**config.mk**
```make
export PLATFORM = sky130hd
export DESIGN_NAME = line_fill_unit_flat
export DESIGN_NICKNAME = d
export VERILOG_FILES = /design/src/rtl/line_fill_unit_if.sv /design/src/rtl/line_fill_unit.sv /design/src/flat_wrapper.sv
export SDC_FILE = /design/constraint.sdc
export NUM_CORES = 2
export LEC_CHECK = 0
export BUFFER_PORTS_ARGS = -buffer_cell sky130_fd_sc_hd__buf_2
export CAP_MARGIN = 20
export CELL_PAD_IN_SITES_DETAIL_PLACEMENT = 1
export CELL_PAD_IN_SITES_GLOBAL_PLACEMENT = 1
export CORE_MARGIN = 2
export CORE_UTILIZATION = 23
export CTS_CLUSTER_SIZE = 25
export DETAILED_ROUTE_END_ITERATION = 12
export PLACE_DENSITY_LB_ADDON = 0.05
export RECOVER_POWER = 50
export REMOVE_ABC_BUFFERS = 1
export SYNTH_ARGS = -nofsm -noshare
export SYNTH_HDL_FRONTEND = slang
export SYNTH_SLANG_ARGS = --single-unit
```
**constraint.sdc**
```tcl
create_clock -name clk -period 7.4 [get_ports clk]
set_clock_uncertainty 0.15 [all_clocks]
set_input_delay 2.22 -clock clk [delete_from_list [all_inputs] [get_ports clk]]
set_output_delay 2.22 -clock clk [all_outputs]
set_load 0.01 [all_outputs]
```
**src/rtl/line_fill_unit_if.sv**
```systemverilog
// Cache-side request/response and system-bus signal bundle for line_fill_unit.
// slave = the unit's view, master = the cache/bus environment's view.
interface line_fill_unit_if #(
    parameter int ADDR_WIDTH     = 64,
    parameter int BUS_DATA_WIDTH = 64,
    parameter int BUS_TAG_WIDTH  = 13,
    parameter int LINE_BYTES     = 64
);
    logic                      req_valid;
    logic                      req_ready;
    logic                      req_write;
    logic [ADDR_WIDTH-1:0]     req_addr;
    logic [LINE_BYTES*8-1:0]   req_wdata;
    logic                      resp_valid;
    logic                      resp_write;
    logic [ADDR_WIDTH-1:0]     resp_addr;
    logic [LINE_BYTES*8-1:0]   resp_line;
    logic                      resp_err;
    logic                      busy;
    logic                      bus_reqcyc;
    logic                      bus_reqack;
    logic [BUS_DATA_WIDTH-1:0] bus_req;
    logic [BUS_TAG_WIDTH-1:0]  bus_reqtag;
    logic                      bus_respcyc;
    logic                      bus_respack;
    logic [BUS_DATA_WIDTH-1:0] bus_resp;
    logic [BUS_TAG_WIDTH-1:0]  bus_resptag;

    modport slave (
        input  req_valid, req_write, req_addr, req_wdata,
        input  bus_reqack, bus_respcyc, bus_resp, bus_resptag,
        output req_ready, resp_valid, resp_write, resp_addr,
        output resp_line, resp_err, busy,
        output bus_reqcyc, bus_req, bus_reqtag, bus_respack
    );

    modport master (
        output req_valid, req_write, req_addr, req_wdata,
        output bus_reqack, bus_respcyc, bus_resp, bus_resptag,
        input  req_ready, resp_valid, resp_write, resp_addr,
        input  resp_line, resp_err, busy,
        input  bus_reqcyc, bus_req, bus_reqtag, bus_respack
    );
endinterface

```
**src/rtl/line_fill_unit.sv**
```systemverilog
// Line fill / write-back engine between the L1 cache and the system bus.
// Optional FILL_TIMEOUT_EN aborts a transaction stalled in ADDR or RDATA.
module line_fill_unit #(
    parameter int ADDR_WIDTH     = 64,
    parameter int BUS_DATA_WIDTH = 64,
    parameter int BUS_TAG_WIDTH  = 13,
    parameter int LINE_BYTES     = 64,
    parameter logic [BUS_TAG_WIDTH-1:0] TAG_READ  = 'h1100,
    parameter logic [BUS_TAG_WIDTH-1:0] TAG_WRITE = 'h0100,
    parameter int TIMEOUT        = 1024
) (
    input logic        clk,
    input logic        reset,
    line_fill_unit_if.slave lf
);
    localparam int LINE_W = LINE_BYTES * 8;
    localparam int BEATS  = LINE_W / BUS_DATA_WIDTH;
    localparam int OFF    = $clog2(LINE_BYTES);
    localparam int CW     = $clog2(BEATS);
    localparam logic [CW-1:0] LAST = CW'(BEATS - 1);

    typedef enum logic [2:0] {IDLE, ADDR, WDATA, RDATA, DONE} state_t;

    state_t                    state;
    logic [CW-1:0]             cnt;
    logic [CW-1:0]             cnt_inc;
    logic [ADDR_WIDTH-1:0]     addr_q;
    logic [ADDR_WIDTH-1:0]     aligned;
    logic                      write_q;
    logic [LINE_W-1:0]         wdata_q;
    logic [LINE_W-1:0]         fill_q;
    logic [LINE_W-1:0]         fill_next;
    logic [LINE_W-1:0]         line_q;
    logic [ADDR_WIDTH-1:0]     resp_addr_q;
    logic                      resp_write_q;
    logic                      resp_valid_q;
    logic                      resp_err_q;
    logic                      reqcyc_q;
    logic [BUS_DATA_WIDTH-1:0] req_q;
    logic [BUS_TAG_WIDTH-1:0]  tag_q;
    logic                      respack;
    logic                      expired;

    assign aligned = {lf.req_addr[ADDR_WIDTH-1:OFF], {OFF{1'b0}}};
    assign cnt_inc = cnt + CW'(1);
    assign respack = (state == RDATA) && lf.bus_respcyc
                     && (lf.bus_resptag == TAG_READ);

    always_comb begin
        fill_next = fill_q;
        fill_next[BUS_DATA_WIDTH*cnt +: BUS_DATA_WIDTH] = lf.bus_resp;
    end

`ifdef FILL_TIMEOUT_EN
    logic [15:0] timer;

    always_ff @(posedge clk) begin
        if (!reset) begin
            timer <= '0;
        end else if ((state == IDLE && lf.req_valid)
                     || (state == ADDR && lf.bus_reqack)
                     || respack) begin
            timer <= '0;
        end else if (state == ADDR || state == RDATA) begin
            timer <= timer + 16'd1;
        end else begin
            timer <= '0;
        end
    end

    // Fires on the edge where the stall count would reach TIMEOUT.
    assign expired = ((state == ADDR && !lf.bus_reqack)
                      || (state == RDATA && !respack))
                     && (timer == 16'(TIMEOUT - 1));
`else
    assign expired = 1'b0;
`endif

    always_ff @(posedge clk) begin
        if (!reset) begin
            state        <= IDLE;
            cnt          <= '0;
            addr_q       <= '0;
            write_q      <= 1'b0;
            wdata_q      <= '0;
            fill_q       <= '0;
            line_q       <= '0;
            resp_addr_q  <= '0;
            resp_write_q <= 1'b0;
            resp_valid_q <= 1'b0;
            resp_err_q   <= 1'b0;
            reqcyc_q     <= 1'b0;
            req_q        <= '0;
            tag_q        <= '0;
        end else begin
            resp_valid_q <= 1'b0;
            resp_err_q   <= 1'b0;
            unique case (state)
                IDLE: begin
                    if (lf.req_valid) begin
                        addr_q   <= aligned;
                        write_q  <= lf.req_write;
                        wdata_q  <= lf.req_wdata;
                        cnt      <= '0;
                        reqcyc_q <= 1'b1;
                        req_q    <= BUS_DATA_WIDTH'(aligned);
                        tag_q    <= lf.req_write ? TAG_WRITE : TAG_READ;
                        state    <= ADDR;
                    end
                end
                ADDR: begin
                    if (lf.bus_reqack) begin
                        cnt <= '0;
                        if (write_q) begin
                            req_q <= wdata_q[BUS_DATA_WIDTH-1:0];
                            tag_q <= TAG_WRITE;
                            state <= WDATA;
                        end else begin
                            reqcyc_q <= 1'b0;
                            req_q    <= '0;
                            tag_q    <= '0;
                            state    <= RDATA;
                        end
                    end
                end
                WDATA: begin
                    cnt <= cnt_inc;
                    if (cnt == LAST) begin
                        reqcyc_q     <= 1'b0;
                        req_q        <= '0;
                        tag_q        <= '0;
                        resp_valid_q <= 1'b1;
                        resp_addr_q  <= addr_q;
                        resp_write_q <= 1'b1;
                        state        <= DONE;
                    end else begin
                        req_q <= wdata_q[BUS_DATA_WIDTH*cnt_inc +: BUS_DATA_WIDTH];
                    end
                end
                RDATA: begin
                    if (respack) begin
                        fill_q <= fill_next;
                        cnt    <= cnt_inc;
                        if (cnt == LAST) begin
                            line_q       <= fill_next;
                            resp_valid_q <= 1'b1;
                            resp_addr_q  <= addr_q;
                            resp_write_q <= 1'b0;
                            state        <= DONE;
                        end
                    end
                end
                DONE: state <= IDLE;
                default: state <= IDLE;
            endcase
            if (expired) begin
                state      <= IDLE;
                cnt        <= '0;
                reqcyc_q   <= 1'b0;
                req_q      <= '0;
                tag_q      <= '0;
                resp_err_q <= 1'b1;
            end
        end
    end

    assign lf.req_ready   = (state == IDLE);
    assign lf.busy        = (state != IDLE);
    assign lf.resp_valid  = resp_valid_q;
    assign lf.resp_write  = resp_write_q;
    assign lf.resp_addr   = resp_addr_q;
    assign lf.resp_line   = line_q;
    assign lf.resp_err    = resp_err_q;
    assign lf.bus_reqcyc  = reqcyc_q;
    assign lf.bus_req     = req_q;
    assign lf.bus_reqtag  = tag_q;
    assign lf.bus_respack = respack;
endmodule

```
**src/flat_wrapper.sv**
```systemverilog
// flat-port wrapper written by rule: the top's interface ports become plain ports
module line_fill_unit_flat 
#(
    parameter int ADDR_WIDTH     = 64,
    parameter int BUS_DATA_WIDTH = 64,
    parameter int BUS_TAG_WIDTH  = 13,
    parameter int LINE_BYTES     = 64,
    parameter logic [BUS_TAG_WIDTH-1:0] TAG_READ  = 'h1100,
    parameter logic [BUS_TAG_WIDTH-1:0] TAG_WRITE = 'h0100,
    parameter int TIMEOUT        = 1024
)
  (clk, reset, lf_req_valid, lf_req_write, lf_req_addr, lf_req_wdata, lf_bus_reqack, lf_bus_respcyc, lf_bus_resp, lf_bus_resptag, lf_req_ready, lf_resp_valid, lf_resp_write, lf_resp_addr, lf_resp_line, lf_resp_err, lf_busy, lf_bus_reqcyc, lf_bus_req, lf_bus_reqtag, lf_bus_respack);
  line_fill_unit_if #(.ADDR_WIDTH(ADDR_WIDTH), .BUS_DATA_WIDTH(BUS_DATA_WIDTH), .BUS_TAG_WIDTH(BUS_TAG_WIDTH), .LINE_BYTES(LINE_BYTES)) lf_i ();
  input logic clk;
  input logic reset;
  input wire logic [$bits(lf_i.req_valid)-1:0] lf_req_valid;
  input wire logic [$bits(lf_i.req_write)-1:0] lf_req_write;
  input wire logic [$bits(lf_i.req_addr)-1:0] lf_req_addr;
  input wire logic [$bits(lf_i.req_wdata)-1:0] lf_req_wdata;
  input wire logic [$bits(lf_i.bus_reqack)-1:0] lf_bus_reqack;
  input wire logic [$bits(lf_i.bus_respcyc)-1:0] lf_bus_respcyc;
  input wire logic [$bits(lf_i.bus_resp)-1:0] lf_bus_resp;
  input wire logic [$bits(lf_i.bus_resptag)-1:0] lf_bus_resptag;
  output wire logic [$bits(lf_i.req_ready)-1:0] lf_req_ready;
  output wire logic [$bits(lf_i.resp_valid)-1:0] lf_resp_valid;
  output wire logic [$bits(lf_i.resp_write)-1:0] lf_resp_write;
  output wire logic [$bits(lf_i.resp_addr)-1:0] lf_resp_addr;
  output wire logic [$bits(lf_i.resp_line)-1:0] lf_resp_line;
  output wire logic [$bits(lf_i.resp_err)-1:0] lf_resp_err;
  output wire logic [$bits(lf_i.busy)-1:0] lf_busy;
  output wire logic [$bits(lf_i.bus_reqcyc)-1:0] lf_bus_reqcyc;
  output wire logic [$bits(lf_i.bus_req)-1:0] lf_bus_req;
  output wire logic [$bits(lf_i.bus_reqtag)-1:0] lf_bus_reqtag;
  output wire logic [$bits(lf_i.bus_respack)-1:0] lf_bus_respack;
  assign lf_i.req_valid = lf_req_valid;
  assign lf_i.req_write = lf_req_write;
  assign lf_i.req_addr = lf_req_addr;
  assign lf_i.req_wdata = lf_req_wdata;
  assign lf_i.bus_reqack = lf_bus_reqack;
  assign lf_i.bus_respcyc = lf_bus_respcyc;
  assign lf_i.bus_resp = lf_bus_resp;
  assign lf_i.bus_resptag = lf_bus_resptag;
  assign lf_req_ready = lf_i.req_ready;
  assign lf_resp_valid = lf_i.resp_valid;
  assign lf_resp_write = lf_i.resp_write;
  assign lf_resp_addr = lf_i.resp_addr;
  assign lf_resp_line = lf_i.resp_line;
  assign lf_resp_err = lf_i.resp_err;
  assign lf_busy = lf_i.busy;
  assign lf_bus_reqcyc = lf_i.bus_reqcyc;
  assign lf_bus_req = lf_i.bus_req;
  assign lf_bus_reqtag = lf_i.bus_reqtag;
  assign lf_bus_respack = lf_i.bus_respack;
  line_fill_unit #(.ADDR_WIDTH(ADDR_WIDTH), .BUS_DATA_WIDTH(BUS_DATA_WIDTH), .BUS_TAG_WIDTH(BUS_TAG_WIDTH), .LINE_BYTES(LINE_BYTES), .TAG_READ(TAG_READ), .TAG_WRITE(TAG_WRITE), .TIMEOUT(TIMEOUT)) u_core (.clk(clk), .reset(reset), .lf(lf_i));
endmodule
```
==> summary.txt <==
Route
  – Met2 WL: roughly 190000 um
  – Max layer used: met5
  – Routed Antenna Nets: 0
  – Drt first pass iters: 5
  – 1st-iter DRT viols: around 4400
  – Vias: ~75000
  – Vias per cell: 5.15
  – Routed length per instance: 27.6 um
  – Drt drc: 0
  – Routed met3 length: approximately 22000 um
  – Routed WL: about 400000 um
  – Metal1 wirelength: around 180000 um

Yosys
  – Synth Area in Compound Gates: roughly 22%
  – Mean Syn Cell Area: slightly above 8 um^2
  – Main combinational cell family by area after synthesis: compound AO/OA/AOI/OAI gates
  – Mapped cell area: around 77000 um^2
  – Synth Flop Type: dfxtp_1
  – Register area share after synthesis: between 40% and 50%
  – Post-synthesis mux area share: 10.3%
  – Synth area leader: dfxtp_1
  – Top cells by count, synth: 2066 x nand2_1, 1728 x dfxtp_1, 1214 x a21oi_1
  – Adder-Cell Fraction of Synth Area: less than 1%
  – Synthesized instance count: about 9400
  – Area contributors post-synth: dfxtp_1 45%, nand2_1 10%, mux2i_1 8.2%
  – Post-synth ARST share: 0%
  – Count leader, synth: nand2_1
  – Synth Area in Simple Gates: between 10% and 20%
  – Unique cell type count in the Yosys netlist: 58
  – Area fraction of the dominant cell type after synthesis: roughly 45%
  – Post-Synth XOR/XNOR Area: 0%
  – Yosys reg bits: about 1700
  – Post-synth EDFFs: 0
  – YS warnings: 0

Timing
  – Setup_tns: 0 ps
  – Fmax: 0.164 GHz
  – Max Slew Vio Count: between 700 and 800
  – Hold Slack: 296 ps
  – Fin. Hold Viols: 0
  – Slew margin rel.: -134%
  – RSZ-0062 raised after global routing: false
  – Fin crit share: between 80 and 90%
  – Tmin final: ~6100 ps
  – Slew @ Worst Pin: roughly 3500 ps
  – Final setup viols: 0

CTS
  – Post-CTS Setup Inserts: 0
  – Skew-Pair Late Insertion Delay: 920 ps
  – Bufs on Longest Clock Path: 4
  – CTS tree: built
  – Clock Pin Slew Worst Setup and Hold Paths: about 60 ps
  – Maximum level of the CTS H-tree: 4
  – Post-CTS Resized: 0
  – CTS buffer count: around 230
  – TritonCTS Sinks: around 1700
  – Root cell of the clock tree: clkbuf_16
  – Hold buffers post-CTS: 0

Power
  – Max VDD drop: between 0.0002 and 0.0003 V
  – Leakage Power: about 0.029 uW
  – Power Dens Cells: between 200 and 300 nW/um^2

Die
  – Die height: about 580 um
  – Initial core utilization: between 20% and 30%
  – Core Area: ~330000 um^2
  – Die Wd: roughly 580 um
  – Die area: between 300000 and 400000 um^2
  – Num rows: 212
  – # IOs: between 1000 and 1500

Critical path
  – Critical path class: flip-flop to flip-flop
  – Flop-to-flop setup slack: about 1300 ps
  – Worst-path fanout max: 35
  – Worst Path Arrival: slightly below 7000 ps
  – Worst EP required: 8100 ps
  – CP startpoint kind: flip-flop
  – Critical path capture point type: flip-flop

Placed design
  – Global placer's final weighted congestion: just under 0.8
  – Port-buffer cells: 1294
  – HPWL Detailed: roughly 250000 um

Layout
  – Layout cell share with drive strength beyond 1: 12.9%
  – P&R area growth vs syn: 21.1%
  – Nets@finish: around 11000

Hold path
  – Worst min path class: flip-flop to flip-flop

Status
  – Outcome: finished with violations
  – Failing checks: max-capacitance violations, max-slew violations

Global route
  – Initial antenna violation count: 200
  – Largest net degree at the start of global routing: ~200
  – First-pass GRT wire length: ~570000 um
  – Vias in the first global route: 77036
  – GR Overflow Total: 0
  – GRT Total Usage: around 23%

Flow run
  – Max Cap Viol: 12
## worst max-delay path, cell delays in order (launching register included)
cell,delay [ps]
dfxtp_4,680
inv_1,310
ha_4,260
ha_1,790
nand2b_1,2050
buf_4,800
o21ai_0,310
a211o_1,430
a21oi_1,150
## registers in the layout, summed over array words and instances, names as in the netlist
name,flops
u_core.lf.resp_line,512
u_core.lf.resp_valid,1
u_core.lf.bus_reqtag,2
u_core.addr_q,58
u_core.fill_q,512
u_core.lf.resp_write,1
u_core.lf.resp_addr,58
u_core.wdata_q,512
u_core.lf.bus_reqcyc,1
u_core.write_q,1
u_core.cnt,3
u_core.lf.bus_req,64
u_core.state,3
## through the flow
| step | total power (uW) | setup WS, ps | util, % | std cells | area (um^2) |
|---|---|---|---|---|---|
| 2_1_floorplan | 13000 | -36690 | - | 8320 | 72900 |
| 3_3_place_gp | 14900 | 1670 | 26.1 | 14153 | 87000 |
| 3_5_place_dp | 15000 | 1660 | 26.1 | 14155 | 87000 |
| 4_1_cts | 26300 | 1970 | 28.3 | 14554 | 94400 |
| 5_1_grt | 27000 | 1090 | 28.0 | 14593 | 93600 |
| 6_report | 25800 | 1300 | 28.1 | 14617 | 93700 |
## logic make-up after synthesis
kind of cell    Yosys count
compound gates         2887
fa+ha+maj                 8
buf+inv                1114
flops                  1728
mux                     709
other cells               1
simple gates           2965
## worst paths after layout
check              startpoint                       end  cells past startpoint
max reg2reg     u_core.cnt[0]  u_core.lf.resp_line[320]                      8
max             u_core.cnt[0]  u_core.lf.resp_line[320]                      8
min reg2reg  u_core.addr_q[7]    u_core.lf.resp_addr[7]                      2
min          u_core.addr_q[7]    u_core.lf.resp_addr[7]                      2
## metal layers
layer,vias up,GRT usage (%)
met2,2000,37.3
met4,70,8.96
met5,-,0
met3,738,4.22
met1,38086,29.2
li1,34443,-
## placed cells by master (no fill, tap or decap), types with 6 or more instances in the layout
cell | Yosys | final
a21oi_1 | 1214 | 1212
nor2_1 | 71 | 69
diode_2 | 0 | 63
o211ai_1 | 222 | 222
buf_2 | 88 | 705
a21boi_0 | 64 | 64
dfxtp_1 | 1728 | 1726
bufinv_16 | 0 | 8
clkbuf_1 | 916 | 661
nor4_1 | 29 | 26
nand3_1 | 387 | 387
a22oi_1 | 58 | 58
nor3_1 | 30 | 25
mux2i_1 | 631 | 631
o32ai_1 | 6 | 6
nor2b_4 | 0 | 6
clkbuf_16 | 0 | 228
mux4_2 | 70 | 70
buf_12 | 0 | 49
nand2b_1 | 30 | 28
nand4_1 | 188 | 188
a221oi_1 | 34 | 34
o21a_1 | 62 | 62
nand2_1 | 2066 | 2064
and3_1 | 63 | 63
clkinv_2 | 0 | 25
o21ai_0 | 805 | 805
clkbuf_8 | 0 | 65
nor4b_1 | 62 | 62
mux2_2 | 8 | 8
conb_1 | 1 | 18
buf_4 | 53 | 91
a311oi_1 | 24 | 24
a211o_1 | 381 | 381
## power breakdown
| part | switching (uW) | internal [uW] |
|---|---|---|
| Sequential | 350 | 9840 |
| Combinational | 3210 | 1250 |
| Clock | 4630 | 6550 |
## cell type report
cell class              instances  area, um^2
clock buffers                 357        6840
fillers                     39438      240000
diodes                         63         158
well taps                    4387        5490
multi-input cells            6587       38600
inverters                       5        26.3
repair buffers               1448        7470
clock inverters                42         490
flip-flops and latches       1728       34600
No activity file was read; power rests on OpenSTA's default activity.
